## src/rtl/axi_traffic_gen.sv

```systemverilog
// AXI traffic generator: writes one incrementing-pattern burst, reads it back
// and counts read beats whose data, ID or RLAST do not match the pattern.
package axi_traffic_gen_pkg;
   localparam int AXI_DATA_W = 32;
   localparam int AXI_ADDR_W = 16;
   localparam int AXI_ID_W_W = 4;
   localparam int AXI_ID_R_W = 4;

   typedef struct packed {
      logic                    awvalid;
      logic [AXI_ADDR_W-1:0]   awaddr;
      logic [7:0]              awlen;
      logic [2:0]              awsize;
      logic [1:0]              awburst;
      logic [AXI_ID_W_W-1:0]   awid;
      logic                    wvalid;
      logic [AXI_DATA_W-1:0]   wdata;
      logic [AXI_DATA_W/8-1:0] wstrb;
      logic                    wlast;
      logic                    bready;
      logic                    arvalid;
      logic [AXI_ADDR_W-1:0]   araddr;
      logic [7:0]              arlen;
      logic [2:0]              arsize;
      logic [1:0]              arburst;
      logic [AXI_ID_R_W-1:0]   arid;
      logic                    rready;
   } axi_mosi_t;

   typedef struct packed {
      logic                    awready;
      logic                    wready;
      logic                    bvalid;
      logic [AXI_ID_W_W-1:0]   bid;
      logic                    arready;
      logic                    rvalid;
      logic [AXI_DATA_W-1:0]   rdata;
      logic [AXI_ID_R_W-1:0]   rid;
      logic                    rlast;
   } axi_miso_t;
endpackage

module axi_traffic_gen
   import axi_traffic_gen_pkg::*;
#(
   parameter int AXI_DATA_WIDTH = AXI_DATA_W,
   parameter int ADDR_WIDTH     = AXI_ADDR_W,
   parameter int ID_W_WIDTH     = AXI_ID_W_W,
   parameter int ID_R_WIDTH     = AXI_ID_R_W
) (
   input  logic                      clk_i,
   input  logic                      rst_i,
   input  logic                      start_i,
   input  logic [ADDR_WIDTH-1:0]     addr_i,
   input  logic [7:0]                len_i,
   input  logic [ID_W_WIDTH-1:0]     id_i,
   input  logic [AXI_DATA_WIDTH-1:0] seed_i,
   output axi_mosi_t                 m_axi_o,
   input  axi_miso_t                 m_axi_i,
   output logic                      busy_o,
   output logic                      done_o,
   output logic                      error_o,
   output logic [7:0]                err_cnt_o
);

   localparam logic [2:0] IDLE = 3'd0;
   localparam logic [2:0] AW   = 3'd1;
   localparam logic [2:0] W    = 3'd2;
   localparam logic [2:0] B    = 3'd3;
   localparam logic [2:0] AR   = 3'd4;
   localparam logic [2:0] R    = 3'd5;
   localparam logic [2:0] DONE = 3'd6;

   localparam logic [2:0] AXI_SIZE = 3'($clog2(AXI_DATA_WIDTH / 8));

   logic [2:0]                state_q,   state_d;
   logic [ADDR_WIDTH-1:0]     addr_q,    addr_d;
   logic [7:0]                len_q,     len_d;
   logic [ID_W_WIDTH-1:0]     id_q,      id_d;
   logic [AXI_DATA_WIDTH-1:0] seed_q,    seed_d;
   logic [7:0]                beat_q,    beat_d;
   logic [7:0]                err_cnt_q, err_cnt_d;
   logic                      bid_err_q, bid_err_d;

   logic                      last_beat;
   logic [AXI_DATA_WIDTH-1:0] pattern;
   logic                      rd_bad;

   assign last_beat = (beat_q == len_q);
   assign pattern   = seed_q + AXI_DATA_WIDTH'(beat_q);

   always_comb begin
      state_d   = state_q;
      addr_d    = addr_q;
      len_d     = len_q;
      id_d      = id_q;
      seed_d    = seed_q;
      beat_d    = beat_q;
      err_cnt_d = err_cnt_q;
      bid_err_d = bid_err_q;
      rd_bad    = 1'b0;
      case (state_q)
         IDLE: begin
            if (start_i) begin
               addr_d    = addr_i;
               len_d     = len_i;
               id_d      = id_i;
               seed_d    = seed_i;
               beat_d    = 8'd0;
               err_cnt_d = 8'd0;
               bid_err_d = 1'b0;
               state_d   = AW;
            end
         end
         AW: if (m_axi_i.awready) state_d = W;
         W: begin
            if (m_axi_i.wready) begin
               if (last_beat) begin
                  beat_d  = 8'd0;
                  state_d = B;
               end else begin
                  beat_d = beat_q + 8'd1;
               end
            end
         end
         B: begin
            if (m_axi_i.bvalid) begin
               if (m_axi_i.bid != id_q) bid_err_d = 1'b1;
               state_d = AR;
            end
         end
         AR: begin
            if (m_axi_i.arready) begin
               beat_d  = 8'd0;
               state_d = R;
            end
         end
         R: begin
            // The beat counter sticks at len so over-long bursts keep failing the RLAST check.
            if (m_axi_i.rvalid) begin
               rd_bad = (m_axi_i.rdata != pattern)
                     || (m_axi_i.rid != id_q[ID_R_WIDTH-1:0])
                     || (m_axi_i.rlast != last_beat);
               if (rd_bad && (err_cnt_q != 8'hFF)) err_cnt_d = err_cnt_q + 8'd1;
               if (m_axi_i.rlast)   state_d = DONE;
               else if (!last_beat) beat_d  = beat_q + 8'd1;
            end
         end
         DONE:    state_d = IDLE;
         default: state_d = IDLE;
      endcase
   end

   always_ff @(posedge clk_i) begin
      if (rst_i) begin
         state_q   <= IDLE;
         addr_q    <= '0;
         len_q     <= '0;
         id_q      <= '0;
         seed_q    <= '0;
         beat_q    <= '0;
         err_cnt_q <= '0;
         bid_err_q <= 1'b0;
      end else begin
         state_q   <= state_d;
         addr_q    <= addr_d;
         len_q     <= len_d;
         id_q      <= id_d;
         seed_q    <= seed_d;
         beat_q    <= beat_d;
         err_cnt_q <= err_cnt_d;
         bid_err_q <= bid_err_d;
      end
   end

   // Payloads are always driven from the latched test; only the handshake bits depend on state.
   always_comb begin
      m_axi_o         = '0;
      m_axi_o.awvalid = (state_q == AW);
      m_axi_o.awaddr  = addr_q;
      m_axi_o.awlen   = len_q;
      m_axi_o.awsize  = AXI_SIZE;
      m_axi_o.awburst = 2'b01;
      m_axi_o.awid    = id_q;
      m_axi_o.wvalid  = (state_q == W);
      m_axi_o.wdata   = pattern;
      m_axi_o.wstrb   = '1;
      m_axi_o.wlast   = last_beat;
      m_axi_o.bready  = (state_q == B);
      m_axi_o.arvalid = (state_q == AR);
      m_axi_o.araddr  = addr_q;
      m_axi_o.arlen   = len_q;
      m_axi_o.arsize  = AXI_SIZE;
      m_axi_o.arburst = 2'b01;
      m_axi_o.arid    = id_q[ID_R_WIDTH-1:0];
      m_axi_o.rready  = (state_q == R);
   end

   assign busy_o    = (state_q != IDLE);
   assign done_o    = (state_q == DONE);
   assign error_o   = bid_err_q || (err_cnt_q != 8'd0);
   assign err_cnt_o = err_cnt_q;

endmodule
```

## config.mk

```make
export PLATFORM = sky130hd
export DESIGN_NAME = axi_traffic_gen
export DESIGN_NICKNAME = d
export VERILOG_FILES = /design/src/rtl/axi_traffic_gen.sv
export SDC_FILE = /design/constraint.sdc
export NUM_CORES = 1
export LEC_CHECK = 0
export ABC_CLOCK_PERIOD_IN_PS = 3200
export BUFFER_PORTS_ARGS = -buffer_cell sky130_fd_sc_hd__buf_2
export CAP_MARGIN = 20
export CORE_UTILIZATION = 29
export DETAILED_ROUTE_END_ITERATION = 16
export GPL_ROUTABILITY_DRIVEN = 0
export SETUP_SLACK_MARGIN = 0.4
export SLEW_MARGIN = 40
export SYNTH_ARGS = -nofsm -noshare
export SYNTH_HDL_FRONTEND = slang
export SYNTH_SLANG_ARGS = --single-unit
```

## constraint.sdc

```tcl
create_clock -name clk_i -period 3.2 [get_ports clk_i]
set_clock_uncertainty 0.2 [all_clocks]
set_input_delay 0.32 -clock clk_i [delete_from_list [all_inputs] [get_ports clk_i]]
set_output_delay 0.32 -clock clk_i [all_outputs]
set_load 0.01 [all_outputs]
```

==> flow_metrics.env <==
export IMPL_holdPathStages=3
export IMPL_rr_worst_depth=13
export IMPL_hold_viol_final=0
export IMPL_switching_power_mw=1.15
export IMPL_drcViolationCount=0
export IMPL_fin_util_pct=45.2
export IMPL_synth_edf_count=0
export IMPL_syn_area_mm2=0.00567
export IMPL_grt_usage_pct=20.1
export IMPL_fin_setup_tns_ns=-0.788
export IMPL_syn_inst=742
export IMPL_ir_drop_mv=0.321
export IMPL_seq_area_mm2=0.00162
export IMPL_detail_route_first_pass_iterations=5
export IMPL_insertedDiodeCount=0
export IMPL_worstSetupPathDepth=13
export IMPL_cp_common_cell="a21oi_1"
export IMPL_routed_wl_mm=20.3
export IMPL_placed_area_mm2=0.00745
export IMPL_path_buf_inv=2
export IMPL_grt_max_degree=58
export IMPL_violations="negative setup slack"
export IMPL_rows=50
export IMPL_worstSetupEndpointType="flop"
export IMPL_ys_seq_area_share_pct=28.2
export IMPL_avgSynthCellArea_um2=7.64
export IMPL_ff2ff_setup_slack_ns=-0.13
export IMPL_cp_arrival_ns=3.41
export IMPL_hp_class="input port to flop"
export IMPL_worst_path_max_fanout=16
export IMPL_cp_slowest_cell="or3_4"
export IMPL_fillers=1869
export IMPL_tightest_slew_ns=0.666
export IMPL_grt_pass1_vias=5665
export IMPL_post_place_ws_ns=-0.347
export IMPL_path_delay_family="simple AND/OR/NAND/NOR gates"
export IMPL_hpwl_mm=15.5
export IMPL_post_drt_via_cell_ratio=4.91
export IMPL_fmax_mhz=300
export IMPL_switching_share_pct=34.5
export IMPL_clock_sinks=80
export IMPL_num_vias=6304
export IMPL_start_util_pct=29.9
export IMPL_netlist_cell_type_count=73
export IMPL_synthArstFlopShare_pct=0
export IMPL_fin_ws_ns=-0.131
export IMPL_layout_drive_gt1_share_pct=42.4
export IMPL_final_cell_mix="buf_2 (209), nand2_1 (146), buf_4 (88)"
export IMPL_final_cells=1284
export IMPL_min_period_ns=3.33
export IMPL_worstSetupStartpoint="beat_q[5]$_SDFFE_PP0P_"
export IMPL_status="complete, but fails checks"
export IMPL_final_cell_area_mm2=0.00856
export IMPL_cpPeakStageDelay_ns=0.47
export IMPL_setup_violations_final=8
export IMPL_multi_input_area_mm2=0.00403
export IMPL_r2r_start="beat_q[5]$_SDFFE_PP0P_"
export IMPL_numCtsBuffers=9
export IMPL_cap_violations=0
export IMPL_ys_flop_type="dfxtp_1"
export IMPL_power_mw=3.35
export IMPL_core_mm2=0.0190
export IMPL_fp_dieW_um=142
export IMPL_wire_per_inst_um=15.8
export IMPL_pwr_share_clk_pct=31.3
export IMPL_worstPathRequired_ns=3.28
export IMPL_clk_latency_ns=0.35
export IMPL_layout_commonest_cell="buf_2"
export IMPL_leakage_nw=3.89
export IMPL_cts_root_buf="clkbuf_16"
export IMPL_htree_num_levels=3
export IMPL_path_cells="ha_4 -> nand4_4 -> or3_4 -> buf_6 -> a211o_1 -> a21oi_1 -> a21oi_1 -> and4b_1 -> nand4_1 -> o21ai_2 -> buf_12 -> or4_1 -> a31oi_1"
export IMPL_grt_pass1_wl_mm=30.8
export IMPL_clkTransAtPathRegs_ns=0.07
export IMPL_drt_iter0_drc=340
export IMPL_synth_warnings=0
export IMPL_antenna_found_initial=1
export IMPL_slew_violations=0
export IMPL_die_h_um=142
export IMPL_rr_endpoint="err_cnt_o[7]$_SDFFE_PP0P_"
export IMPL_endpoint="err_cnt_o[7]$_SDFFE_PP0P_"
export IMPL_io_buffers=213
export IMPL_pin_count=228
export IMPL_cts_buffer_depth=2
export IMPL_grt_setup_unrepaired="yes"
export IMPL_crit_type="flop to flop"
export IMPL_cellInternalPower_mw=2.19
export IMPL_seq_power_share_pct=35.4
export IMPL_dp_cells=1236
export IMPL_maxSlewHeadroom_pct=55.6
export IMPL_areaGrowthSynthToFinish_pct=51.0
export IMPL_final_antenna_net_count=0
export IMPL_fin_nets=1140
export IMPL_synth_seq_cells=80
export IMPL_period_share_pct=104
export IMPL_grt_overflow=0
export IMPL_fin_hold_ws_ns=0.0140
export IMPL_tritoncts="done"
export IMPL_power_density_mw_per_mm2=391
export IMPL_die_area_mm2=0.0201
export IMPL_worstSetupStartpointType="flop"
export IMPL_comb_power_share_pct=33.3
area by class of cell:
class | instances | area share (%)
Tap cell | 260 | 3.80
Inverter | 18 | 0.789
Timing Repair Buffer | 343 | 25.9
Multi-Input combinational cell | 567 | 47.0
Clock buffer | 10 | 2.67
Sequential cell | 80 | 18.9
Clock inverter | 6 | 0.804
worst min-delay path: cells and delay by family:
kind                   cells  cell delay [ns]
buffers and inverters      1             0.09
AO/OA/AOI/OAI              1             0.05
AND/OR/NAND/NOR            1             0.04
cell usage after synthesis, drive strengths merged, types with 4 or more instances:
library cell  number  area share (%)
nand2            149             9.9
a21oi             86             7.7
dfxtp             80              28
buf               58             7.3
xor2              36             5.7
xnor2             34             5.3
clkbuf            32             2.2
nor2              29             1.9
nand3             22             1.9
inv               18             1.2
o21ai             18             1.7
and3              13             1.4
nand4             13             1.5
ha                11             2.4
nand2b            10             1.1
a31oi              8            0.88
nor2b              8            0.88
nor3b              8             1.1
o2111ai            8             1.2
nor4               7            0.77
or3                7            0.77
a2111oi            6             2.0
o211ai             6            0.79
a211oi             5             1.1
and2               5            0.55
mux2i              5            0.88
nor3               5            0.53
a211o              4            0.62
and4               4            0.62
or4                4            0.53
power by group through the flow:
stage	registers, mW	clock network, mW	logic, mW
floorplan	1.20	0	0.658
global placement	1.20	0	1.04
detailed placement	1.20	0	1.04
CTS	1.18	1.08	1.10
global route	1.20	1.13	1.22
finish	1.19	1.05	1.11
state kept, by name (all words and copies together), names as in the netlist:
name / flops
seed_q: 32
err_cnt_o: 8
state_q: 3
bid_err_q: 1
addr_q: 16
len_q: 8
beat_q: 8
id_q: 4
cell families after synthesis:
kind of cell             after synthesis  synth area share [%]
AO/OA/AOI/OAI                        168                  20.4
XOR/XNOR                              72                  11.7
adder cells (fa/ha/maj)               12                  2.78
buffers and inverters                108                  10.6
flip-flops                            80                  28.2
multiplexers                           6                  1.08
other                                  2                 0.132
AND/OR/NAND/NOR                      294                  25.0
worst min-delay path by stage:
stage                                 from                      end  slack [ns]
floorplan           seed_q[6]$_SDFFE_PP0P_   seed_q[6]$_SDFFE_PP0P_        0.24
global placement    addr_q[0]$_SDFFE_PP0P_   addr_q[0]$_SDFFE_PP0P_        0.25
detailed placement  seed_q[6]$_SDFFE_PP0P_   seed_q[6]$_SDFFE_PP0P_        0.25
CTS                             seed_i[26]  seed_q[26]$_SDFFE_PP0P_     0.00006
global route                    seed_i[14]  seed_q[14]$_SDFFE_PP0P_       0.008
finish                           addr_i[1]   addr_q[1]$_SDFFE_PP0P_        0.01
metal layers:
metal	track usage, %	vias to the layer above	part of all wire [%]	routed length (um)
met5	0	-	0.064	13
met4	4.13	2	1.3	255
met3	4.62	20	7.2	1470
met2	34.6	263	48	9830
met1	25.5	2939	43	8750
li1	-	3080	-	-
timing repair:
item                                   CTS  global route
pin swaps                               22            22
setup endpoints to repair               33            35
hold buffers                            15             1
endpoints found under the hold margin   15             1
gates cloned                             1             0
gates resized for setup                 69            39
setup buffers                            5            10
Note: power is estimated with default switching activity, not from simulation.
